--- src/rtl/mac_row_sequencer.sv ---
// Purpose : sequences a combinational multiply-add unit across an N-word row, R = A*b + C.
// Latency : 2 cycles per word; done in cycle 2N+1 (2N+2 with MAC_SEQ_CARRY_WRITE_EN); N=0 done in cycle 1.
// Backpr. : none; start is only sampled in IDLE and is dropped (not queued) while busy.
//
// Configuration macro: MAC_SEQ_CARRY_WRITE_EN -- when defined, a CARRY state writes the
// final carry word to R[N] (address wraps to 0 for a full-length row).
//
// Ports:
//   clk, reset               clock and synchronous active-high reset
//   start, num_words, b_word row request; N and b latched when start is accepted in IDLE
//   rd_en, rd_addr           A/C RAM read strobe and shared address (1-cycle read latency)
//   a_rdata, c_rdata         A and C words returned by the RAMs
//   r_we, r_addr, r_wdata    R RAM write port
//   mac_x/y/z/cin            operands to the external multiply-add unit (zero outside CALC)
//   mac_s, mac_cout          low/high result words from the multiply-add unit
//   busy, done, carry_out    status, one-cycle completion pulse, final carry word
module mac_row_sequencer #(
  parameter int DATA_WIDTH = 64,
  parameter int ADDR_WIDTH = 6
) (
  input  logic                  clk,
  input  logic                  reset,
  input  logic                  start,
  input  logic [ADDR_WIDTH:0]   num_words,
  input  logic [DATA_WIDTH-1:0] b_word,
  output logic                  rd_en,
  output logic [ADDR_WIDTH-1:0] rd_addr,
  input  logic [DATA_WIDTH-1:0] a_rdata,
  input  logic [DATA_WIDTH-1:0] c_rdata,
  output logic                  r_we,
  output logic [ADDR_WIDTH-1:0] r_addr,
  output logic [DATA_WIDTH-1:0] r_wdata,
  output logic [DATA_WIDTH-1:0] mac_x,
  output logic [DATA_WIDTH-1:0] mac_y,
  output logic [DATA_WIDTH-1:0] mac_z,
  output logic [DATA_WIDTH-1:0] mac_cin,
  input  logic [DATA_WIDTH-1:0] mac_s,
  input  logic [DATA_WIDTH-1:0] mac_cout,
  output logic                  busy,
  output logic                  done,
  output logic [DATA_WIDTH-1:0] carry_out
);

  typedef enum logic [2:0] {
    S_IDLE   = 3'd0,
    S_READ   = 3'd1,
    S_CALC   = 3'd2,
`ifdef MAC_SEQ_CARRY_WRITE_EN
    S_CARRY  = 3'd3,
`endif
    S_FINISH = 3'd4
  } state_t;

  localparam logic [ADDR_WIDTH:0] LP_MAX_N = {1'b1, {ADDR_WIDTH{1'b0}}};
  localparam logic [ADDR_WIDTH:0] LP_ONE   = {{ADDR_WIDTH{1'b0}}, 1'b1};

  state_t                r_state;
  state_t                w_state_nxt;
  logic [ADDR_WIDTH-1:0] r_idx;
  logic [ADDR_WIDTH:0]   r_n;
  logic [DATA_WIDTH-1:0] r_b;
  logic [DATA_WIDTH-1:0] r_carry;
  logic [ADDR_WIDTH:0]   w_n_clamped;
  logic                  w_last;

  // Oversized requests collapse to a full row.
  assign w_n_clamped = (num_words > LP_MAX_N) ? LP_MAX_N : num_words;
  // idx is one bit narrower than N, so compare against N-1 in the wider domain.
  assign w_last      = ({1'b0, r_idx} == (r_n - LP_ONE));

  // State register
  always_ff @(posedge clk) begin
    if (reset) r_state <= S_IDLE;
    else       r_state <= w_state_nxt;
  end

  // Next-state logic
  always_comb begin
    w_state_nxt = r_state;
    case (r_state)
      S_IDLE: begin
        if (start) w_state_nxt = (w_n_clamped == '0) ? S_FINISH : S_READ;
      end
      S_READ: w_state_nxt = S_CALC;
      S_CALC: begin
`ifdef MAC_SEQ_CARRY_WRITE_EN
        w_state_nxt = w_last ? S_CARRY : S_READ;
`else
        w_state_nxt = w_last ? S_FINISH : S_READ;
`endif
      end
`ifdef MAC_SEQ_CARRY_WRITE_EN
      S_CARRY: w_state_nxt = S_FINISH;
`endif
      S_FINISH: w_state_nxt = S_IDLE;
      default:  w_state_nxt = S_IDLE;
    endcase
  end

  // Outputs are decoded purely from the current state (Moore), so RAM strobes line up
  // with the cycle the state is in and the RAM data arrives exactly in CALC.
  always_comb begin
    rd_en   = 1'b0;
    rd_addr = '0;
    r_we    = 1'b0;
    r_addr  = '0;
    r_wdata = '0;
    mac_x   = '0;
    mac_y   = '0;
    mac_z   = '0;
    mac_cin = '0;
    done    = 1'b0;
    busy    = (r_state != S_IDLE);
    case (r_state)
      S_READ: begin
        rd_en   = 1'b1;
        rd_addr = r_idx;
      end
      S_CALC: begin
        mac_x   = a_rdata;
        mac_y   = r_b;
        mac_z   = c_rdata;
        mac_cin = r_carry;
        r_we    = 1'b1;
        r_addr  = r_idx;
        r_wdata = mac_s;
      end
`ifdef MAC_SEQ_CARRY_WRITE_EN
      S_CARRY: begin
        r_we    = 1'b1;
        r_addr  = r_n[ADDR_WIDTH-1:0];  // a full-length row wraps to address 0
        r_wdata = r_carry;
      end
`endif
      S_FINISH: done = 1'b1;
      default: ;
    endcase
  end

  // Row datapath registers
  always_ff @(posedge clk) begin
    if (reset) begin
      r_idx     <= '0;
      r_n       <= '0;
      r_b       <= '0;
      r_carry   <= '0;
      carry_out <= '0;
    end else begin
      case (r_state)
        S_IDLE: begin
          if (start) begin
            r_b     <= b_word;
            r_n     <= w_n_clamped;
            r_idx   <= '0;
            r_carry <= '0;
          end
        end
        S_CALC: begin
          r_carry <= mac_cout;
          // Hold on the last word so a full-length row never wraps idx.
          if (!w_last) r_idx <= r_idx + ADDR_WIDTH'(1);
        end
        S_FINISH: carry_out <= r_carry;
        default: ;
      endcase
    end
  end

endmodule

--- config.mk ---
export PLATFORM = sky130hd
export DESIGN_NAME = mac_row_sequencer
export DESIGN_NICKNAME = d
export VERILOG_FILES = /design/src/rtl/mac_row_sequencer.sv
export SDC_FILE = /design/constraint.sdc
export NUM_CORES = 1
export LEC_CHECK = 0
export BUFFER_PORTS_ARGS = -buffer_cell sky130_fd_sc_hd__buf_2
export CORE_AREA = 3 3 287 289
export CTS_CLUSTER_DIAMETER = 30
export DETAILED_ROUTE_END_ITERATION = 16
export DIE_AREA = 0 0 290 292
export SETUP_SLACK_MARGIN = 0.15
export SKIP_CTS_REPAIR_TIMING = 1
export SLEW_MARGIN = 20
export SYNTH_ARGS = -nofsm -noshare
export SYNTH_HDL_FRONTEND = slang
export SYNTH_SLANG_ARGS = --single-unit
export TNS_END_PERCENT = 10
--- constraint.sdc ---
create_clock -name clk -period 2.5 [get_ports clk]
set_input_delay 0.5 -clock clk [delete_from_list [all_inputs] [get_ports clk]]
set_output_delay 0.5 -clock clk [all_outputs]
set_load 0.1 [all_outputs]
== Yosys cells after proc, flatten, opt, wreduce, memory -nomap -nowiden ==
Cells that the tools add are included.
W data, S select, Z words.

* Add/sub/neg operators: 2
* $lt $le $gt $ge: 1
* Equality and inequality tests: 6
* Multiplexer cells: 20
* Reductions and logical operators: 7

{| class="wikitable"
|+ Operators by type and width
! operator !! number
|-
| $mux W64 || 6
|-
| $pmux W64 S2 || 1
|-
| $mux W6 || 4
|-
| $pmux W6 S2 || 1
|-
| $mux W3 || 3
|-
| $pmux W3 S3 || 1
|-
| $eq A6 B7 Y1 || 1
|-
| $gt A7 B7 Y1 const B || 1
|-
| $logic_not A7 Y1 || 1
|-
| $mux W7 || 1
|-
| $sub A7 B1 Y7 const B || 1
|-
| $add A6 B1 Y6 const B || 1
|-
| $ne A2 B2 Y1 const B || 2
|-
| $reduce_and A2 Y1 || 2
|-
| $eq A3 B1 Y1 const B || 1
|-
| $eq A3 B2 Y1 const B || 1
|-
| $eq A3 B3 Y1 const B || 1
|-
| $logic_not A3 Y1 || 1
|-
| $mux W1 || 3
|-
| $reduce_and A3 Y1 || 1
|-
| $reduce_bool A3 Y1 || 1
|-
| $reduce_bool A2 Y1 || 1
|}

* Bits in registers: 208
* Input bits: 330
* Output and inout bits: 400
* Logic and storage cells: 42

== Depth between registers and ports, before layout ==
Gate-level depths: netlist (run 1).

* Word-level depth: 6
* Gate-level depth with buffers: 8
* Depth with buffers taken out: 7

== Worst setup path before layout (run 1) ==
OpenSTA, ideal clock, no wires.

* Kind: reg-to-output
* Start point: register r_state[0]
* End point: output rd_addr[0]
* Arrival: 3.823 ns
* Required time: 2.000 ns
* Setup slack: -1.823 ns
* Cell stages (with the launch flop): 3
* Path buffers: 0
* Cell sequence: dfxtp_1 -> nor3b_1 -> and2_1

* Word-level cells in the longest chain between the ends: 2

{| class="wikitable"
|+ Ends and longest elaborated chain
! element !! line !! text
|-
| from (decl) || 57 || <nowiki>state_t r_state;</nowiki>
|-
| from (signal assigned) || 74 || <nowiki>else r_state <= w_state_nxt;</nowiki>
|-
| $eq A3 B1 Y1 || 114 || <nowiki>case (r_state)</nowiki>
|-
| $mux W6 || 114 ||
|-
| to (decl) || 27 || <nowiki>output logic [ADDR_WIDTH-1:0] rd_addr,</nowiki>
|}

Every way passes these cells.

== Worst setup path in the final report (run 1) ==
* Start point: register r_state[0]
* End point: output mac_x[61]

* Word-level cells in the longest chain between the ends: 2

{| class="wikitable"
|+ Ends and longest elaborated chain
! element !! line !! text
|-
| $eq A3 B2 Y1 || 114 ||
|-
| $mux W64 || 114 ||
|-
| to (decl) || 33 || <nowiki>output logic [DATA_WIDTH-1:0] mac_x,</nowiki>
|}

Every way passes these cells.

==> summary.md, run 1 <==
| Metric | Value |
|---|---|
| Worst Path Max Fanout | 22 |
| Worst slew margin | 0.392 |
| Routed length per instance | approximately 17 um |
| Clock root buffer | clkbuf_16 |
| Setup TNS | -0.801 ns |
| Fillers | 8372 |
| Final period util | 1.02 |
| Reg2reg setup slack | about 0.26 ns |
| CP max stage cell | dfxtp_4 |
| Clock skew | about 0.027 ns |
| DPL Wire Length | around 38000 um |
| Die Width | 290 um |
| CTS H-Tree Depth | 2 |
| RSZ-0062 raised after global routing | yes |
| DRC viols | 0 |
| Initial antenna violation count | 9 |
| Pin count of the biggest net entering global routing | about 130 |
| Drt via density | 3.75 |
| Sequential-to-total area share from yosys stat | 0.421 |
| Antenna Violating Nets Remaining | 0 |
| Maxcap violations | 0 |
| Max Slew Vio Count | 0 |
| Status | finished, violations left |
| Post-synth EDFFs | 0 |
| Nets | 2400 |
| Unique cell type count in the Yosys netlist | between 40 and 50 |
| Clock slew at reported path FFs | ~0.04 ns |
| Crit path cell chain | nor2_4 -> nand2_4 -> clkinv_8 -> buf_16 -> clkbuf_16 -> and2_1 -> buf_12 |
| Final hold vios | 0 |
| Global-route wire length before repair | 72000 um |
| Worst-Skew Late Latency | approximately 0.6 ns |
| VDD IR-drop max | 0.429 mV |
| HP Start | mac_cout[45] |
| DRT Pass-1 Iters | 5 |
| Drt total wl | around 53000 um |
| Synth Instances | between 1000 and 1500 |
| Worst setup margin | -0.0470 ns |
| Worst setup SP type | flop |
| Critical Path RT | approximately 2 ns |
| Layout cells sized above 1 | 0.536 |
| CTS tree | done |
| Arr. time, crit path | just over 2 ns |
| Die Y | 292 um |
| Fmax achieved | ~0.39 GHz |
| GRT Total Usage | 0.109 |
| Io pins | between 700 and 800 |
| Pwr dens | roughly 650 nW/um2 |
| I/O Buffers | about 730 |
| Row cnt | between 100 and 150 |
| Min Tclk post-route | between 2 and 3 ns |
| Worst Hold Endpoint | r_carry[45] |
| Lkg Pwr | between 9 and 10 nW |
| Critical Setup Path Class | flop to output pin |
| Worst Tran Pin Value | slightly above 0.9 ns |
| Post-synthesis async set-or-reset flop share | 0 |
| Core area | between 80000 and 90000 um2 |
| Final Util | 0.287 |
| Clock Path Buffers | 3 |
| Mapped cell area | around 9900 um2 |
| Reg2Reg Launch Point | r_n[0] |
| Die area | approximately 85000 um2 |
| CTS Sinks | approximately 210 |
| Max incr delay on CP | about 0.36 ns |
| Hold Path Class | primary input to flop |
| Grt total ovfl | 0 |
| Starting Density | 0.123 |
| Cts bufs inserted | 61 |
| Worst reg2reg path depth | 7 |
| Average cell area after synthesis | 7.38 um2 |
| Flops & latches, synth | about 210 |
| # setup viols final | 33 |
| Crit end category | output pin |
| Main flop type after synthesis | dfxtp_1 |
| Iter 0 DRT Violations | a little under 700 |
| Via count | 11900 |
| Yosys warnings | 0 |
| Syn Nets | around 1700 |
| Vias in the first global route | roughly 12000 |
| Hold depth | 3 |
| Layout area overhead | 132% |
| Failing checks | setup timing |
| Crit Reg-Reg Endpoint | r_idx[0] |
| GP Congestion | slightly above 0.9 |
==> logic make-up (layout without fill, tap and decap cells) <==
| family | Yosys count | after routing | synth area share |
|---|---|---|---|
| multiplexers | 6 | 6 | 0.00658 |
| adder cells (fa/ha/maj) | 2 | 2 | 0.00253 |
| AO/OA/AOI/OAI | 215 | 215 | 0.116 |
| AND/OR/NAND/NOR | 784 | 784 | 0.402 |
| flip-flops | 208 | 208 | 0.421 |
| XOR/XNOR | 6 | 6 | 0.00532 |
| buffers and inverters | 118 | 890 | 0.0463 |
| other | 0 | 6 | 0 |
==> critical path: cells and delay by family (launching register included) <==
| kind | cells | cell delay (ns) |
|---|---|---|
| DFF | 1 | 0.36 |
| buffers and inverters | 4 | 0.71 |
| and+or+nand+nor | 3 | 0.37 |
==> placed cells by master, fill, tap and decap left out, drive strengths merged, types with 2 or more instances in the layout <==
cell / instances
nand4: 5
and2: 333
xnor2: 4
mux2i: 5
dfxtp: 208
nand2: 340
ha: 2
or3: 5
a21oi: 199
clkinv: 14
a2111oi: 2
nand3b: 10
buf: 766
diode: 6
nor2: 7
o22ai: 5
nor3b: 4
inv: 4
bufinv: 8
clkbuf: 97
o21bai: 2
and3: 2
nand3: 68
xor2: 2
nor3: 4
==> state kept, by name, indices dropped and copies added, names as in the netlist <==
signal / cells
r_idx: 6
r_n: 7
r_carry: 64
r_b: 64
carry_out: 64
r_state: 3
==> Yosys cell counts (2+ instances only) <==
| master | instances | share of area |
|---|---|---|
| a21oi_1 | 199 | 0.10 |
| and2_1 | 333 | 0.21 |
| buf_1 | 4 | 0.0015 |
| buf_2 | 6 | 0.0030 |
| clkbuf_1 | 102 | 0.039 |
| dfxtp_1 | 208 | 0.42 |
| ha_1 | 2 | 0.0025 |
| inv_1 | 5 | 0.0019 |
| mux2i_1 | 5 | 0.0051 |
| nand2_1 | 340 | 0.13 |
| nand3_1 | 68 | 0.034 |
| nand3b_1 | 10 | 0.0076 |
| nand4_1 | 5 | 0.0032 |
| nor2_1 | 7 | 0.0027 |
| nor3_1 | 4 | 0.0020 |
| nor3b_1 | 4 | 0.0030 |
| o21bai_1 | 2 | 0.0015 |
| o22ai_1 | 4 | 0.0025 |
| or3_1 | 5 | 0.0032 |
| xnor2_1 | 4 | 0.0035 |
| xor2_1 | 2 | 0.0018 |
==> per-stage QoR <==
step / setup slack, ns / std cells / total power, W / area (um2) / hold WS [ns]
3_5_place_dp: 0.277 / 3045 / 0.00697 / 19800 / 0.442
2_1_floorplan: -0.0370 / 1339 / 0.00558 / 9950 / 0.432
3_3_place_gp: 0.271 / 3045 / 0.00695 / 19800 / 0.438
6_report: -0.0470 / 3177 / 0.0150 / 23000 / 0.148
5_1_grt: -0.153 / 3176 / 0.0156 / 23000 / 0.114
4_1_cts: -0.326 / 3151 / 0.0149 / 21900 / 0.0969
==> worst max path at each step <==
| stage | start | slack [ns] | depth (start not counted) | endpoint |
|---|---|---|---|---|
| 2_1_floorplan | r_state[1] | -0.04 | 6 | r_wdata[50] |
| 3_3_place_gp | r_n[0] | 0.27 | 7 | r_idx[0] |
| 4_1_cts | r_state[0] | -0.33 | 7 | mac_z[59] |
| 5_1_grt | r_state[0] | -0.15 | 7 | mac_x[5] |
| 6_report | r_state[0] | -0.05 | 7 | mac_x[61] |
| 3_5_place_dp | r_n[0] | 0.28 | 7 | r_idx[0] |
==> metal layers <==
layer / wire length, um / global-route usage / vias up
met2: 26200 / 0.182 / 520
li1: - / - / 5791
met5: 17 / 0 / -
met1: 20300 / 0.123 / 5503
met3: 4900 / 0.0456 / 87
met4: 1530 / 0.0433 / 2
==> power by group <==
group | internal (W) | total, W | switching, W
clock | 0.00560 | 0.00781 | 0.00220
sequential | 0.00348 | 0.00358 | 0.000106
combinational | 0.00133 | 0.00362 | 0.00229
==> cell type report <==
class / count / area [um2] / area share
Tap cell: 1060 / 1330 / 0.0577
Sequential cell: 208 / 4170 / 0.182
Clock inverter: 22 / 349 / 0.0152
Clock buffer: 84 / 1750 / 0.0763
Timing Repair Buffer: 779 / 9450 / 0.411
Inverter: 5 / 31.3 / 0.00136
Multi-Input combinational cell: 1013 / 5880 / 0.256
Antenna cell: 6 / 15.0 / 0.000654
Power figures use the tool's default switching activity.
==> inputs of run 2 (changes only) <==
--- a/config.mk
+++ b/config.mk
@@ -10,6 +10,8 @@
 export CTS_CLUSTER_DIAMETER = 30
 export DETAILED_ROUTE_END_ITERATION = 16
 export DIE_AREA = 0 0 290 292
+export PLACE_DENSITY = 0.3
+export REMOVE_ABC_BUFFERS = 1
 export SETUP_SLACK_MARGIN = 0.15
 export SKIP_CTS_REPAIR_TIMING = 1
 export SLEW_MARGIN = 20
==> run 2 against run 1 <==
Against the previous run:
- the run still ends with setup timing left
- critical path depth unchanged
- power up 9.3%
- sequential power about the same
- non-clock buffer count up 9
- die area unchanged
- critical endpoint is now mac_y[35]
- largest power group unchanged
==> summary.md, run 2 (synthesis results as in run 1) <==
| Metric | Value |
|---|---|
| Status | finished, violations left (unchanged) |
| Failing checks | setup timing (unchanged) |
| Clk pwr share | 0.552 (was 0.520) |
| Switching share of power | 0.307 (was 0.306) |
| Drt via density | 3.83 (was 3.75) |
| CP max stage cell | dfxtp_4 (unchanged) |
| Hold Path Class | primary input to flop (unchanged) |
| Maxcap violations | 0 (unchanged) |
| I/O Buffers | 729 (unchanged) |
| Seq pwr share | 0.218 (was 0.239) |
| Iter 0 DRT Violations | 373 (was 687) |
| Combinational share of power | 0.230 (was 0.241) |
| DRT Pass-1 Iters | 7 (was 5) |
| CP bufs+invs | 4 (unchanged) |
| Worst Tran Pin Value | 0.992 ns (was 0.912 ns) |
| Clock slew at reported path FFs | 0.04 ns (about the same) |
| Die Width | 290 um (unchanged) |
| Lkg Pwr | 9.75 nW (was 9.58 nW) |
| Post-Layout Cell Count | 3217 (was 3177) |
| Final period util | 1.01 (was 1.02) |
| Core area | 80200 um2 (unchanged) |
| Crit path cell chain | nor2_4 -> nand2_4 -> clkinv_8 -> clkbuf_16 -> buf_6 -> and2_1 -> buf_12 (was nor2_4 -> nand2_4 -> clkinv_8 -> buf_16 -> clkbuf_16 -> and2_1 -> buf_12) |
| Crit end category | output pin (unchanged) |
| Post-Place Cells | 3052 (was 3045) |
| # setup viols final | 24 (was 33) |
| Post-route cell area | 23300 um2 (was 23000 um2) |
| CP delay by family, top | buffers and inverters (unchanged) |
| Starting Density | 0.123 (unchanged) |
| CTS Sinks | 208 (unchanged) |
| Placed inst area | 19800 um2 (about the same) |
| P_sw | 0.00503 W (was 0.00460 W) |
| Worst Path Max Fanout | 10 (was 22) |
| Initial antenna violation count | 47 (was 9) |
| Most frequent cells in the layout | buf_2, buf_12, nand2_1 (unchanged) |
| Nets | 2422 (was 2400) |
| Hold Slack | 0.160 ns (was 0.148 ns) |
| Max incr delay on CP | 0.35 ns (was 0.36 ns) |
| Total Power | 0.0164 W (was 0.0150 W) |
| Grt total ovfl | 0 (unchanged) |
| Clock root buffer | clkbuf_16 (unchanged) |
| GP Congestion | 0.923 (was 0.915) |
| Row cnt | 104 (unchanged) |
| Int Power | 0.0114 W (was 0.0104 W) |
| Antenna Violating Nets Remaining | 0 (unchanged) |
| DRC viols | 0 (unchanged) |
| Final Util | 0.291 (was 0.287) |
| Critical Path RT | 2.00 ns (about the same) |
| Fmax achieved | 0.397 GHz (was 0.393 GHz) |
| DPL Wire Length | 56800 um (was 37500 um) |
| Regs by FF count | carry_out x64, r_b x64, r_carry x64 (unchanged) |
| Routed length per instance | 23.2 um (was 16.7 um) |
| Clock Path Buffers | 3 (unchanged) |
| Final hold vios | 0 (unchanged) |
| Leading cell type in the layout, fill and taps excluded | buf_2 (unchanged) |
| Global-route wire length before repair | 98300 um (was 72000 um) |
| Max Slew Vio Count | 0 (unchanged) |
| Die area | 84700 um2 (unchanged) |
| CTS tree | done (unchanged) |
| CTS H-Tree Depth | 3 (was 2) |
| Io pins | 730 (unchanged) |
| Min Tclk post-route | 2.52 ns (was 2.55 ns) |
| Critical Setup Path Class | flop to output pin (unchanged) |
| Clock skew | 0.0237 ns (was 0.0272 ns) |
| Pwr dens | 703 nW/um2 (was 653 nW/um2) |
| Via count | 12300 (was 11900) |
| GRT Total Usage | 0.163 (was 0.109) |
| Die Y | 292 um (unchanged) |
| Layout area overhead | 136% (was 132%) |
| Layout cells sized above 1 | 0.514 (was 0.536) |
| Drt total wl | 74600 um (was 52900 um) |
| Fillers | 8583 (was 8372) |
| VDD IR-drop max | 0.694 mV (was 0.429 mV) |
| Worst slew margin | 0.339 (was 0.392) |
| RSZ-0062 raised after global routing | yes (unchanged) |
| Pin count of the biggest net entering global routing | 136 (was 128) |
| Worst-Skew Late Latency | 0.58 ns (was 0.59 ns) |
| Worst setup SP type | flop (unchanged) |
| Arr. time, crit path | 2.02 ns (was 2.05 ns) |
| Worst setup margin | -0.0214 ns (was -0.0470 ns) |
| Cts bufs inserted | 72 (was 61) |
| Vias in the first global route | 12500 (was 11500) |
==> run 2: cell types whose count changed in the layout (fill, tap and decap cells not counted), moves of 6 or more <==
| cell | before | now |
|---|---|---|
| and2_1 | 95 | 144 |
| and2_2 | 13 | 1 |
| and2_4 | 225 | 188 |
| buf_4 | 17 | 28 |
| clkbuf_1 | 9 | 21 |
| clkbuf_16 | 72 | 83 |
| diode_2 | 6 | 12 |
==> run 2: cell type report <==
cell class | count | area [um2] | area share
Inverter | 5 | 33.8 | 0.00145
Timing Repair inverter | 2 | 22.5 | 0.000966
Antenna cell | 12 | 30.0 | 0.00129
Clock buffer | 107 | 2100 | 0.0899
Tap cell | 1060 | 1330 | 0.0569
Clock inverter | 22 | 373 | 0.0160
Sequential cell | 208 | 4170 | 0.179
Multi-Input combinational cell | 1013 | 5760 | 0.247
Timing Repair Buffer | 788 | 9500 | 0.408
==> run 2: layer usage <==
metal / up-vias / GRT usage / share of wire
met5: - / 0 / 0.0023
met4: 26 / 0.0432 / 0.023
li1: 5858 / - / -
met1: 5750 / 0.169 / 0.37
met3: 159 / 0.0691 / 0.083
met2: 529 / 0.300 / 0.53
==> run 2: metrics by stage <==
stage          setup TNS [ns]  setup slack (ns)
2_1_floorplan        -2106.31             -5.23
3_3_place_gp                0             0.238
3_5_place_dp                0             0.272
4_1_cts                -78.52            -0.350
5_1_grt                -14.76            -0.127
6_report               -0.265           -0.0214
==> run 2: tightest hold or removal path: stages <==
cell     delay (ns)
buf_2          0.09
nand2_1        0.04
a21oi_1        0.05
==> run 2: path summary, 6_finish.rpt <==
| path | start | end | slack [ns] | depth (start not counted) |
|---|---|---|---|---|
| worst max-delay path | r_state[0] | mac_y[35] | -0.02 | 7 |
| worst min-delay path | b_word[28] | r_b[28] | 0.16 | 3 |
| worst max register to register | r_n[1] | r_idx[0] | 0.40 | 7 |
| worst min register to register | r_b[23] | r_b[23] | 0.45 | 2 |
==> run 2: power groups by stage <==
stage | Sequential (W) | Clock, W | Combinational [W]
3_3_place_gp | 0.00362 | 0 | 0.00351
6_report | 0.00358 | 0.00905 | 0.00377
3_5_place_dp | 0.00362 | 0 | 0.00352
4_1_cts | 0.00357 | 0.00930 | 0.00353
2_1_floorplan | 0.00359 | 0 | 0.00191
5_1_grt | 0.00359 | 0.00950 | 0.00395
==> inputs of run 3 (changes only) <==
--- a/config.mk
+++ b/config.mk
@@ -6,15 +6,14 @@
 export NUM_CORES = 1
 export LEC_CHECK = 0
 export BUFFER_PORTS_ARGS = -buffer_cell sky130_fd_sc_hd__buf_2
-export CORE_AREA = 3 3 287 289
+export CORE_AREA = 2 2 286 288
 export CTS_CLUSTER_DIAMETER = 30
 export DETAILED_ROUTE_END_ITERATION = 16
-export DIE_AREA = 0 0 290 292
+export DIE_AREA = 0 0 288 290
 export PLACE_DENSITY = 0.3
 export REMOVE_ABC_BUFFERS = 1
 export SETUP_SLACK_MARGIN = 0.15
 export SKIP_CTS_REPAIR_TIMING = 1
-export SLEW_MARGIN = 20
 export SYNTH_ARGS = -nofsm -noshare
 export SYNTH_HDL_FRONTEND = slang
 export SYNTH_SLANG_ARGS = --single-unit
==> run 3 against run 2 <==
Against the previous run:
- the run still ends with setup timing left
- power increased by 0.11%
- via count increased by 0.42%
- global-route usage decreased by 1.4 points
- die area decreased by 1.4%
- register-to-register slack got worse by 0.09 ns
- sequential cell count unchanged
- worst setup slack improved by 0.018 ns
- clock power increased by 0.7%
- count of clock-buffer cells in the layout unchanged
==> summary.md, run 3 (synthesis results as in run 1) <==
| Metric | Value |
|---|---|
| Critical Setup Path Class | flop to output pin (unchanged) |
| Vias in the first global route | 12300 (was 12500) |
| Starting Density | 0.123 (unchanged) |
| Hold depth | 3 (unchanged) |
| Post-Layout Cell Count | 3237 (was 3217) |
| Worst slew margin | 0.458 (was 0.339) |
| GRT Total Usage | 0.149 (was 0.163) |
| Die Y | 290 um (was 292 um) |
| Regs by FF count | carry_out x64, r_b x64, r_carry x64 (unchanged) |
| Cts bufs inserted | 75 (was 72) |
| Worst setup SP type | flop (unchanged) |
| Post-Place Cells | 3056 (was 3052) |
| Worst Tran Pin Value | 0.813 ns (was 0.992 ns) |
| Worst-Skew Late Latency | 0.59 ns (was 0.58 ns) |
| Lkg Pwr | 9.82 nW (was 9.75 nW) |
| Hold Path Class | primary input to flop (unchanged) |
| Clock skew | 0.0170 ns (was 0.0237 ns) |
| Setup Slack @ Placement | 0.341 ns (was 0.272 ns) |
| Io pins | 730 (unchanged) |
| Row cnt | 104 (unchanged) |
| Max Slew Vio Count | 0 (unchanged) |
| Initial antenna violation count | 24 (was 47) |
| Hold Slack | 0.148 ns (was 0.160 ns) |
| CTS Sinks | 208 (unchanged) |
| Leading cell type in the layout, fill and taps excluded | buf_2 (unchanged) |
| Global-route wire length before repair | 90100 um (was 98300 um) |
| Min Tclk post-route | 2.50 ns (was 2.52 ns) |
| GP Congestion | 1.09 (was 0.923) |
| CTS H-Tree Depth | 3 (unchanged) |
| Worst Path Max Fanout | 12 (was 10) |
| Layout area overhead | 137% (was 136%) |
| Final hold vios | 0 (unchanged) |
| Critical Path RT | 2.00 ns (about the same) |
| RSZ-0062 raised after global routing | yes (unchanged) |
| Nets | 2429 (was 2422) |
| Layout cells sized above 1 | 0.525 (was 0.514) |
| I/O Buffers | 729 (unchanged) |
| Clock root buffer | clkbuf_16 (unchanged) |
| Arr. time, crit path | 2.00 ns (was 2.02 ns) |
| Fmax achieved | 0.399 GHz (was 0.397 GHz) |
| Clock Path Buffers | 3 (unchanged) |
| Antenna Violating Nets Remaining | 0 (unchanged) |
| DRC viols | 0 (unchanged) |
| Drt total wl | 66600 um (was 74600 um) |
| Final period util | 1.00 (was 1.01) |
| Clock slew at reported path FFs | 0.04 ns (about the same) |
| Via count | 12400 (was 12300) |
| # setup viols final | 1 (was 24) |
| Status | finished, violations left (unchanged) |
| Core area | 80200 um2 (unchanged) |
| Worst setup margin | -0.00376 ns (was -0.0214 ns) |
| Grt total ovfl | 0 (unchanged) |
| DPL Wire Length | 50900 um (was 56800 um) |
| Iter 0 DRT Violations | 517 (was 373) |
| Pin count of the biggest net entering global routing | 93 (was 136) |
| Drt via density | 3.82 (was 3.83) |
| Failing checks | setup timing (unchanged) |
| Routed length per instance | 20.6 um (was 23.2 um) |
| Final Util | 0.293 (was 0.291) |
| Die area | 83500 um2 (was 84700 um2) |
| Die Width | 288 um (was 290 um) |
| DRT Pass-1 Iters | 5 (was 7) |
| VDD IR-drop max | 0.406 mV (was 0.694 mV) |
| Pwr dens | 700 nW/um2 (was 703 nW/um2) |
| Crit end category | output pin (unchanged) |
| CTS tree | done (unchanged) |
| Maxcap violations | 0 (unchanged) |
| Worst reg2reg path depth | 7 (unchanged) |
| Most frequent cells in the layout | buf_2, buf_12, nand2_1 (unchanged) |
-- run 3: cell types whose count changed in the layout (fill, tap and decap cells not counted), moves of 2 or more --
| cell | before | now |
|---|---|---|
| clkbuf_8 | 12 | 18 |
| buf_12 | 339 | 342 |
| and2_4 | 188 | 197 |
| inv_8 | 2 | 0 |
| clkinv_2 | 10 | 15 |
| and2_2 | 1 | 5 |
| bufinv_16 | 8 | 5 |
| and2_1 | 144 | 131 |
| diode_2 | 12 | 24 |
| inv_6 | 0 | 3 |
| clkbuf_1 | 21 | 14 |
| buf_6 | 10 | 14 |
-- run 3: layout make-up --
type | instances | area, um2
clock buffer | 107 | 2180
multi-input combinational | 1013 | 5790
timing repair inverter | 2 | 17.5
inverter | 5 | 31.3
timing repair buffer | 792 | 9530
antenna | 24 | 60.1
clock inverter | 26 | 347
tap | 1060 | 1330
sequential | 208 | 4170
fill | 8561 | 56700
-- run 3: power breakdown --
| part | switching (W) | internal [W] | leakage [nW] |
|---|---|---|---|
| clock | 0.00262 | 0.00650 | 1.25 |
| combinational | 0.00236 | 0.00136 | 6.88 |
| sequential | 0.000106 | 0.00348 | 1.69 |
-- run 3: path summary, 6_finish.rpt --
| check | from | end | slack, ns |
|---|---|---|---|
| setup reg to reg | r_n[1] | r_idx[0] | 0.31 |
| setup / recovery | r_state[0] | mac_y[27] | -0.004 |
| hold / removal | b_word[15] | r_b[15] | 0.15 |
| hold reg to reg | r_b[62] | r_b[62] | 0.45 |
-- run 3: through the flow --
step                area [um2]  setup TNS (ns)  total power, W
floorplan                 9440        -2106.31         0.00550
global placement         19900               0         0.00711
detailed placement       19900               0         0.00712
CTS                      22400          -63.80          0.0164
global route             23400          -13.59          0.0170
finish                   23500        -0.00376          0.0164
-- run 3: worst max-delay path, cell delays in order (launching register included) --
cell and delay (ns):
dfxtp_4 0.35, nor2_4 0.12, nand2_4 0.11, clkinv_8 0.13
buf_16 0.16, clkbuf_16 0.17, and2_1 0.18, buf_12 0.18
-- run 3: layer usage --
| layer | vias to the layer above | GRT usage | routed length [um] | share of wire |
|---|---|---|---|---|
| met3 | 117 | 0.0908 | 8030 | 0.12 |
| met4 | 28 | 0.0398 | 1390 | 0.021 |
| li1 | 5900 | - | - | - |
| met5 | - | 0 | 184 | 0.0028 |
| met2 | 514 | 0.248 | 32300 | 0.49 |
| met1 | 5815 | 0.156 | 24700 | 0.37 |
